[config.mk]
export PLATFORM = sky130hd
export DESIGN_NAME = imem_loader_flat
export DESIGN_NICKNAME = d
export VERILOG_FILES = /design/src/rtl/imem_loader_pkg.sv /design/src/rtl/imem_loader_if.sv /design/src/rtl/imem_loader_byte_word_assembler.sv /design/src/rtl/imem_loader.sv /design/src/flat_wrapper.sv
export SDC_FILE = /design/constraint.sdc
export NUM_CORES = 1
export LEC_CHECK = 0
export BUFFER_PORTS_ARGS = -buffer_cell sky130_fd_sc_hd__buf_2
export CAP_MARGIN = 20
export CORE_UTILIZATION = 25
export CTS_BUF_LIST = sky130_fd_sc_hd__clkbuf_4
export DETAILED_ROUTE_END_ITERATION = 10
export GPL_ROUTABILITY_DRIVEN = 1
export GPL_TIMING_DRIVEN = 1
export PLACE_DENSITY = 0.47
export SYNTH_ARGS = -nofsm -noshare
export SYNTH_HDL_FRONTEND = slang
export SYNTH_SLANG_ARGS = --single-unit
[constraint.sdc]
create_clock -name clock -period 2.9 [get_ports clock]
set_clock_uncertainty 0.1 [all_clocks]
set_input_delay 0.145 -clock clock [delete_from_list [all_inputs] [get_ports clock]]
set_output_delay 0.145 -clock clock [all_outputs]
set_load 0.005 [all_outputs]
[src/rtl/imem_loader_pkg.sv]
`default_nettype none
// ============================================================================
// Module      : imem_loader_pkg
// Description : Shared types and constants for the instruction-memory loader.
// Revision    : 1.0 - initial release
// ============================================================================
package imem_loader_pkg;

    localparam int BYTES_PER_WORD = 4;
    localparam int HDR_W          = 32;

    typedef enum logic [2:0] {
        HDR   = 3'd0,
        DATA  = 3'd1,
        WRITE = 3'd2,
        CHK   = 3'd3,
        DONE  = 3'd4,
        ERR   = 3'd5
    } state_e;

    // Memory depth in words, one bit wider than the header so 2**32 still fits.
    function automatic logic [HDR_W:0] depth_words(input int addr_w);
        return (HDR_W+1)'(1) << addr_w;
    endfunction

endpackage
`default_nettype wire

[src/rtl/imem_loader_if.sv]
`default_nettype none
// ============================================================================
// Module      : imem_loader_if
// Description : Byte-stream input, instruction-memory write port and status.
// Revision    : 1.0 - initial release
// ============================================================================
interface imem_loader_if #(
    parameter int ADDR_W = 8
);
    logic              byte_valid;
    logic              byte_ready;
    logic [7:0]        byte_data;
    logic              imem_we;
    logic [ADDR_W-1:0] imem_addr;
    logic [31:0]       imem_wdata;
    logic              cpu_hold;
    logic              load_done;
    logic              load_error;

    modport master (
        input  byte_valid, byte_data,
        output byte_ready, imem_we, imem_addr, imem_wdata,
        output cpu_hold, load_done, load_error
    );

    modport slave (
        output byte_valid, byte_data,
        input  byte_ready, imem_we, imem_addr, imem_wdata,
        input  cpu_hold, load_done, load_error
    );
endinterface
`default_nettype wire

[src/rtl/imem_loader_byte_word_assembler.sv]
`default_nettype none
// ============================================================================
// Module      : byte_word_assembler
// Description : Packs four stream bytes big-endian into a 32-bit word.
// Revision    : 1.0 - initial release
// ============================================================================
module byte_word_assembler
    import imem_loader_pkg::*;
(
    input  wire logic             clock,
    input  wire logic             reset,
    input  wire logic             clr_i,
    input  wire logic             accept_i,
    input  wire logic [7:0]       byte_i,
    output logic                  word_ready_o,
    output logic [HDR_W-1:0]      word_o
);

    // Only the first three bytes are staged; the fourth completes the word in-flight.
    logic [HDR_W-9:0] shift_q;
    logic [1:0]       cnt_q;

    assign word_ready_o = accept_i && (cnt_q == 2'(BYTES_PER_WORD - 1));
    assign word_o       = {shift_q, byte_i};

    always_ff @(posedge clock) begin
        if (reset || clr_i) begin
            shift_q <= '0;
            cnt_q   <= '0;
        end else if (accept_i) begin
            shift_q <= {shift_q[HDR_W-17:0], byte_i};
            cnt_q   <= cnt_q + 2'd1;
        end
    end

endmodule
`default_nettype wire

[src/rtl/imem_loader.sv]
`default_nettype none
// ============================================================================
// Module      : imem_loader
// Description : Loads a length-prefixed byte stream into instruction memory and
//               holds the CPU until done. IMEM_LOADER_CHECKSUM_EN adds a trailer.
// Revision    : 1.0 - initial release
// ============================================================================
module imem_loader
    import imem_loader_pkg::*;
#(
    parameter int ADDR_W = 8
) (
    input  wire logic       clock,
    input  wire logic       reset,
    imem_loader_if.master   bus
);

    localparam logic [HDR_W:0] c_depth = depth_words(ADDR_W);
`ifdef IMEM_LOADER_CHECKSUM_EN
    localparam state_e c_after_data = CHK;
`else
    localparam state_e c_after_data = DONE;
`endif

    state_e            state_q;
    logic              byte_ready_q;
    logic              imem_we_q;
    logic [ADDR_W-1:0] imem_addr_q;
    logic [ADDR_W-1:0] idx_q;
    logic [31:0]       imem_wdata_q;
    logic [HDR_W-1:0]  n_q;
    logic              cpu_hold_q;
    logic              load_done_q;
    logic              load_error_q;
`ifdef IMEM_LOADER_CHECKSUM_EN
    logic [HDR_W-1:0]  sum_q;
`endif

    logic              w_accept;
    logic              w_clr;
    logic              w_word_ready;
    logic [HDR_W-1:0]  w_word;
    logic              w_last;

    assign w_accept = bus.byte_valid && byte_ready_q;
    assign w_clr    = (state_q == WRITE) || (state_q == DONE) || (state_q == ERR);
    assign w_last   = (HDR_W'(idx_q) == n_q - 32'd1);

    byte_word_assembler u_asm (
        .clock        (clock),
        .reset        (reset),
        .clr_i        (w_clr),
        .accept_i     (w_accept),
        .byte_i       (bus.byte_data),
        .word_ready_o (w_word_ready),
        .word_o       (w_word)
    );

    always_ff @(posedge clock) begin
        if (reset) begin
            state_q      <= HDR;
            byte_ready_q <= 1'b0;
            imem_we_q    <= 1'b0;
            imem_addr_q  <= '0;
            imem_wdata_q <= '0;
            idx_q        <= '0;
            n_q          <= '0;
            cpu_hold_q   <= 1'b1;
            load_done_q  <= 1'b0;
            load_error_q <= 1'b0;
`ifdef IMEM_LOADER_CHECKSUM_EN
            sum_q        <= '0;
`endif
        end else begin
            imem_we_q <= 1'b0;
            case (state_q)
                HDR: begin
                    byte_ready_q <= 1'b1;
                    if (w_word_ready) begin
                        n_q <= w_word;
                        if (w_word == '0) begin
                            // Empty image goes straight to the trailer or to completion.
                            state_q      <= c_after_data;
                            byte_ready_q <= (c_after_data == CHK);
                            load_done_q  <= (c_after_data == DONE);
                            cpu_hold_q   <= (c_after_data != DONE);
                        end else if ({1'b0, w_word} > c_depth) begin
                            state_q      <= ERR;
                            byte_ready_q <= 1'b0;
                            load_error_q <= 1'b1;
                        end else begin
                            state_q <= DATA;
                            idx_q   <= '0;
                        end
                    end
                end
                DATA: begin
                    if (w_word_ready) begin
                        state_q      <= WRITE;
                        byte_ready_q <= 1'b0;
                        imem_we_q    <= 1'b1;
                        imem_addr_q  <= idx_q;
                        imem_wdata_q <= w_word;
                    end
                end
                WRITE: begin
`ifdef IMEM_LOADER_CHECKSUM_EN
                    sum_q <= sum_q + imem_wdata_q;
`endif
                    if (w_last) begin
                        state_q      <= c_after_data;
                        byte_ready_q <= (c_after_data == CHK);
                        load_done_q  <= (c_after_data == DONE);
                        cpu_hold_q   <= (c_after_data != DONE);
                    end else begin
                        state_q      <= DATA;
                        idx_q        <= idx_q + 1'b1;
                        byte_ready_q <= 1'b1;
                    end
                end
`ifdef IMEM_LOADER_CHECKSUM_EN
                CHK: begin
                    if (w_word_ready) begin
                        byte_ready_q <= 1'b0;
                        if (w_word == sum_q) begin
                            state_q     <= DONE;
                            load_done_q <= 1'b1;
                            cpu_hold_q  <= 1'b0;
                        end else begin
                            state_q      <= ERR;
                            load_error_q <= 1'b1;
                        end
                    end
                end
`endif
                DONE: byte_ready_q <= 1'b0;
                ERR:  byte_ready_q <= 1'b0;
                default: begin
                    // Unreachable encodings fail safe with the CPU still held.
                    state_q      <= ERR;
                    byte_ready_q <= 1'b0;
                    load_error_q <= 1'b1;
                end
            endcase
        end
    end

    assign bus.byte_ready = byte_ready_q;
    assign bus.imem_we    = imem_we_q;
    assign bus.imem_addr  = imem_addr_q;
    assign bus.imem_wdata = imem_wdata_q;
    assign bus.cpu_hold   = cpu_hold_q;
    assign bus.load_done  = load_done_q;
    assign bus.load_error = load_error_q;

endmodule
`default_nettype wire

[src/flat_wrapper.sv]
// flat-port wrapper written by rule: the top's interface ports become plain ports
module imem_loader_flat import imem_loader_pkg::*;
#(
    parameter int ADDR_W = 8
)
  (clock, reset, bus_byte_valid, bus_byte_data, bus_byte_ready, bus_imem_we, bus_imem_addr, bus_imem_wdata, bus_cpu_hold, bus_load_done, bus_load_error);
  imem_loader_if #(.ADDR_W(ADDR_W)) bus_i ();
  input  wire logic clock;
  input  wire logic reset;
  input wire logic [$bits(bus_i.byte_valid)-1:0] bus_byte_valid;
  input wire logic [$bits(bus_i.byte_data)-1:0] bus_byte_data;
  output wire logic [$bits(bus_i.byte_ready)-1:0] bus_byte_ready;
  output wire logic [$bits(bus_i.imem_we)-1:0] bus_imem_we;
  output wire logic [$bits(bus_i.imem_addr)-1:0] bus_imem_addr;
  output wire logic [$bits(bus_i.imem_wdata)-1:0] bus_imem_wdata;
  output wire logic [$bits(bus_i.cpu_hold)-1:0] bus_cpu_hold;
  output wire logic [$bits(bus_i.load_done)-1:0] bus_load_done;
  output wire logic [$bits(bus_i.load_error)-1:0] bus_load_error;
  assign bus_i.byte_valid = bus_byte_valid;
  assign bus_i.byte_data = bus_byte_data;
  assign bus_byte_ready = bus_i.byte_ready;
  assign bus_imem_we = bus_i.imem_we;
  assign bus_imem_addr = bus_i.imem_addr;
  assign bus_imem_wdata = bus_i.imem_wdata;
  assign bus_cpu_hold = bus_i.cpu_hold;
  assign bus_load_done = bus_i.load_done;
  assign bus_load_error = bus_i.load_error;
  imem_loader #(.ADDR_W(ADDR_W)) u_core (.clock(clock), .reset(reset), .bus(bus_i));
endmodule
==> run_results.csv <==
group,metric,value,unit
placed_design,io_buffers,55,
job,cap_viol_max_count,0,
floorplanning,fp.coreArea,0.0187,sq mm
synthesis,synth_area_leaders,"dfxtp_1, nand2_1, a21oi_1",
sta,max_freq,0.347,GHz
global_routing,antenna_found_initial,1,
synthesis,syn_nets,636,
synthesis,syn_area_per_cell,7.68,sq um
synthesis,ys.warnings.count,0,
setup_path,cp_slowest_cell,"or4_4",
synthesis,ys_ff_latch,114,
synthesis,synth_top_cell_by_area,"dfxtp_1",
setup_path,cp.arrival,3.25,ns
global_routing,grt_overflow,0,
setup_path,crit_start,"u_core.n_q[4]",
floorplanning,start_util,25.5,%
sta,maxSlewHeadroom,38.6,%
power,vdd_drop_max,0.265,mV
setup_path,crit_type,"flop to flop",
worst_hold_path,min_path_type,"input port to flop",
setup_path,r2r-start,"u_core.n_q[4]",
placed_design,dp_slack,-0.157,ns
clock_tree,clock_latency,0.54,ns
synthesis,synth_edf_count,0,
power,power,0.00267,W
sta,period_minus_slack,2.88,ns
floorplanning,die_h,140,um
cells_and_area,areaGrowthSynthToFinish,24.8,%
placed_design,place.gp.congestion,0.900,
sta,setup_tns,0,ns
clock_tree,path_clk_slew,0.10,ns
setup_path,r2r_slack,0.02,ns
placed_design,placed_cells,912,
clock_tree,clock-root-buffer,"clkbuf_4",
detailed_routing,drc,0,
floorplanning,ioPinCount,56,
cells_and_area,finalNetCount,723,
setup_path,crit_required,3.27,ns
setup_path,crit_end,"u_core.idx_q[7]",
clock_tree,cts_sinks,114,
setup_path,r2r_end,"u_core.idx_q[7]",
detailed_routing,vias,4605,
placed_design,dp_hpwl,9.97,mm
cells_and_area,fillers,1986,
sta,finalMaxSlewViolations,0,
detailed_routing,firstDrtPassIters,5,
cells_and_area,layout.cells.non_filler,957,
detailed_routing,drt_wl_total,14.3,mm
synthesis,synthCells,622,
detailed_routing,routed_via_density,4.81,
global_routing,grt_max_degree,84,
synthesis,ys_async_sr_fraction,0,%
clock_tree,clockBufferDepth,2,
clock_tree,cts_tree,"built",
sta,rsz0062_at_grt,"yes",
setup_path,crit_path_max_fanout,7,
synthesis,synth_cell_types,48,
setup_path,crit_path_max_incr_delay,0.58,ns
clock_tree,cts_buffers,17,
sta,min_period_over_period,99.3,%
synthesis,synth_top_cell_area_share,47.8,%
setup_path,rr_worst_depth,8,
synthesis,ys_seq_area_share,47.8,%
global_routing,grt_pass1_wl,23.1,mm
power,power_leakage,2.31,nW
detailed_routing,post_drt_wl_per_cell,15.0,um
clock_tree,htree_levels,4,
floorplanning,dieArea,0.0197,sq mm
cells_and_area,final_util,31.9,%
global_routing,globalRouteTotalUtil,15.2,%
setup_path,path_cells,"or4_4 > or4_4 > nor4b_4 > xnor2_2 > nand4b_4 > o21ai_4 > or4_4 > a21oi_2",
global_routing,grt_pass1_vias,4355,
status,outcome,"completed",
synthesis,ys.flop_type,"dfxtp_1",
setup_path,end_kind,"flop",
setup_path,cp-start-kind,"flop",
cells_and_area,layout-drive-gt1-share,21.6,%
sta,finalSetupViolCount,0,
sta,worst_slack,0.0197,ns
sta,tightest_slew,0.919,ns
sta,finalHoldViolations,0,
synthesis,synth_area,0.00478,sq mm
floorplanning,rows,50,
floorplanning,die_x,140,um
power,p_per_area,447,mW/mm^2
detailed_routing,ant_nets,0,
detailed_routing,drt-initial-drc-count,208,
setup_path,cp_common_cell,"or4_4",
## sequential cells by signal, summed over array words and instances, names as in the netlist
| register | flops |
|---|---|
| u_core.bus.byte_ready | 1 |
| u_core.bus.cpu_hold | 1 |
| u_core.bus.imem_addr | 8 |
| u_core.bus.imem_wdata | 32 |
| u_core.bus.imem_we | 1 |
| u_core.bus.load_done | 1 |
| u_core.bus.load_error | 1 |
| u_core.idx_q | 8 |
| u_core.n_q | 32 |
| u_core.state_q | 3 |
| u_core.u_asm.cnt_q | 2 |
| u_core.u_asm.shift_q | 24 |
## Yosys cell counts (4+ instances only)
master and instances:
a31oi_1 4, or4_1 6, o21ai_0 9, nand4_1 5
xnor2_1 7, nor2_1 22, nor3_1 10, dfxtp_1 114
xor2_1 7, inv_1 8, nand3_1 8, nand2_1 203
a21oi_1 113, nor4_1 14, clkbuf_1 37, or3_1 8
## critical path, delay by kind of cell (launching register included)
family	cells	cell delay, ns
compound gates	2	0.22
xor+xnor	1	0.14
simple gates	5	2.04
flops	1	0.32
## where the power goes
part | internal [W] | leakage, nW | switching, W
clock network | 0.000337 | 0.118 | 0.000611
logic | 0.0000470 | 1.27 | 0.0000862
registers | 0.00157 | 0.921 | 0.0000113
total | 0.00196 | 2.31 | 0.000708
## timing repair
| item | 4_1_cts | 5_1_grt |
|---|---|---|
| pin swaps | 8 | 9 |
| hold buffers | 8 | 0 |
| cloned | 1 | 0 |
| endpoints found under the setup margin | 13 | 13 |
| buffers inserted | 2 | 2 |
| resized for setup | 14 | 13 |
| endpoints found under the hold margin | 24 | 0 |
## per-stage QoR
stage / hold WS (ns) / instance area (sq um)
2_1_floorplan: 0.181 / 4800
3_3_place_gp: 0.339 / 5510
3_5_place_dp: 0.343 / 5510
4_1_cts: 0.0964 / 5890
5_1_grt: 0.162 / 5960
6_report: 0.165 / 5960
## layout make-up
type | count | area, sq um | area share [%]
Timing Repair Buffer | 107 | 689 | 11.6
Antenna cell | 1 | 2.50 | 0.0420
Sequential cell | 114 | 2280 | 38.3
Clock inverter | 13 | 71.3 | 1.20
Multi-Input combinational cell | 461 | 2450 | 41.1
Clock buffer | 19 | 143 | 2.39
Inverter | 8 | 30.0 | 0.504
Tap cell | 234 | 293 | 4.91
## worst min-delay path by stage
stage	from	end	slack (ns)	depth (start not counted)
2_1_floorplan	bus_byte_data[0]	u_core.bus.imem_wdata[0]	0.18	2
3_3_place_gp	bus_byte_data[7]	u_core.bus.imem_wdata[7]	0.34	3
3_5_place_dp	bus_byte_data[4]	u_core.bus.imem_wdata[4]	0.34	3
4_1_cts	bus_byte_valid	u_core.bus.byte_ready	0.1	5
5_1_grt	bus_byte_valid	u_core.bus.byte_ready	0.16	5
6_report	bus_byte_valid	u_core.bus.byte_ready	0.16	5
## cell families after synthesis
family                   after synthesis  synth area share (%)
AO/OA/AOI/OAI                        143                  16.5
XOR/XNOR                              14                  2.57
adder cells (fa/ha/maj)                3                 0.786
buffers and inverters                 48                  3.96
flip-flops                           114                  47.8
multiplexers                           3                 0.629
AND/OR/NAND/NOR                      297                  27.8
## layout by cell type, fill, tap and decap left out, types with 3 or more instances in the layout
cell type        n
dfxtp_1        112
clkinv_1         4
xnor2_1          6
clkbuf_4        19
buf_4           43
o31ai_1          3
a21oi_1        111
a31oi_1          4
nor3_1           9
clkinv_2         5
nand2b_1         3
or4_1            3
o21ai_0          3
buf_2           55
or3_1            7
nor2_1          21
o21ai_1          6
inv_1            8
nand3_1          7
mux2i_1          3
or4_4            4
nand4_1          5
xor2_1           7
dlygate4sd3_1    8
nor4_1          12
and3_1           3
nand2_1        203
clkinvlp_4       3
## layer usage
| metal | global-route usage (%) | wire, um |
|---|---|---|
| met5 | 0 | 0 |
| met4 | 7.00 | 264 |
| met3 | 3.52 | 555 |
| met2 | 24.6 | 6920 |
| met1 | 19.1 | 6600 |
(Power assumes the default switching activity.)
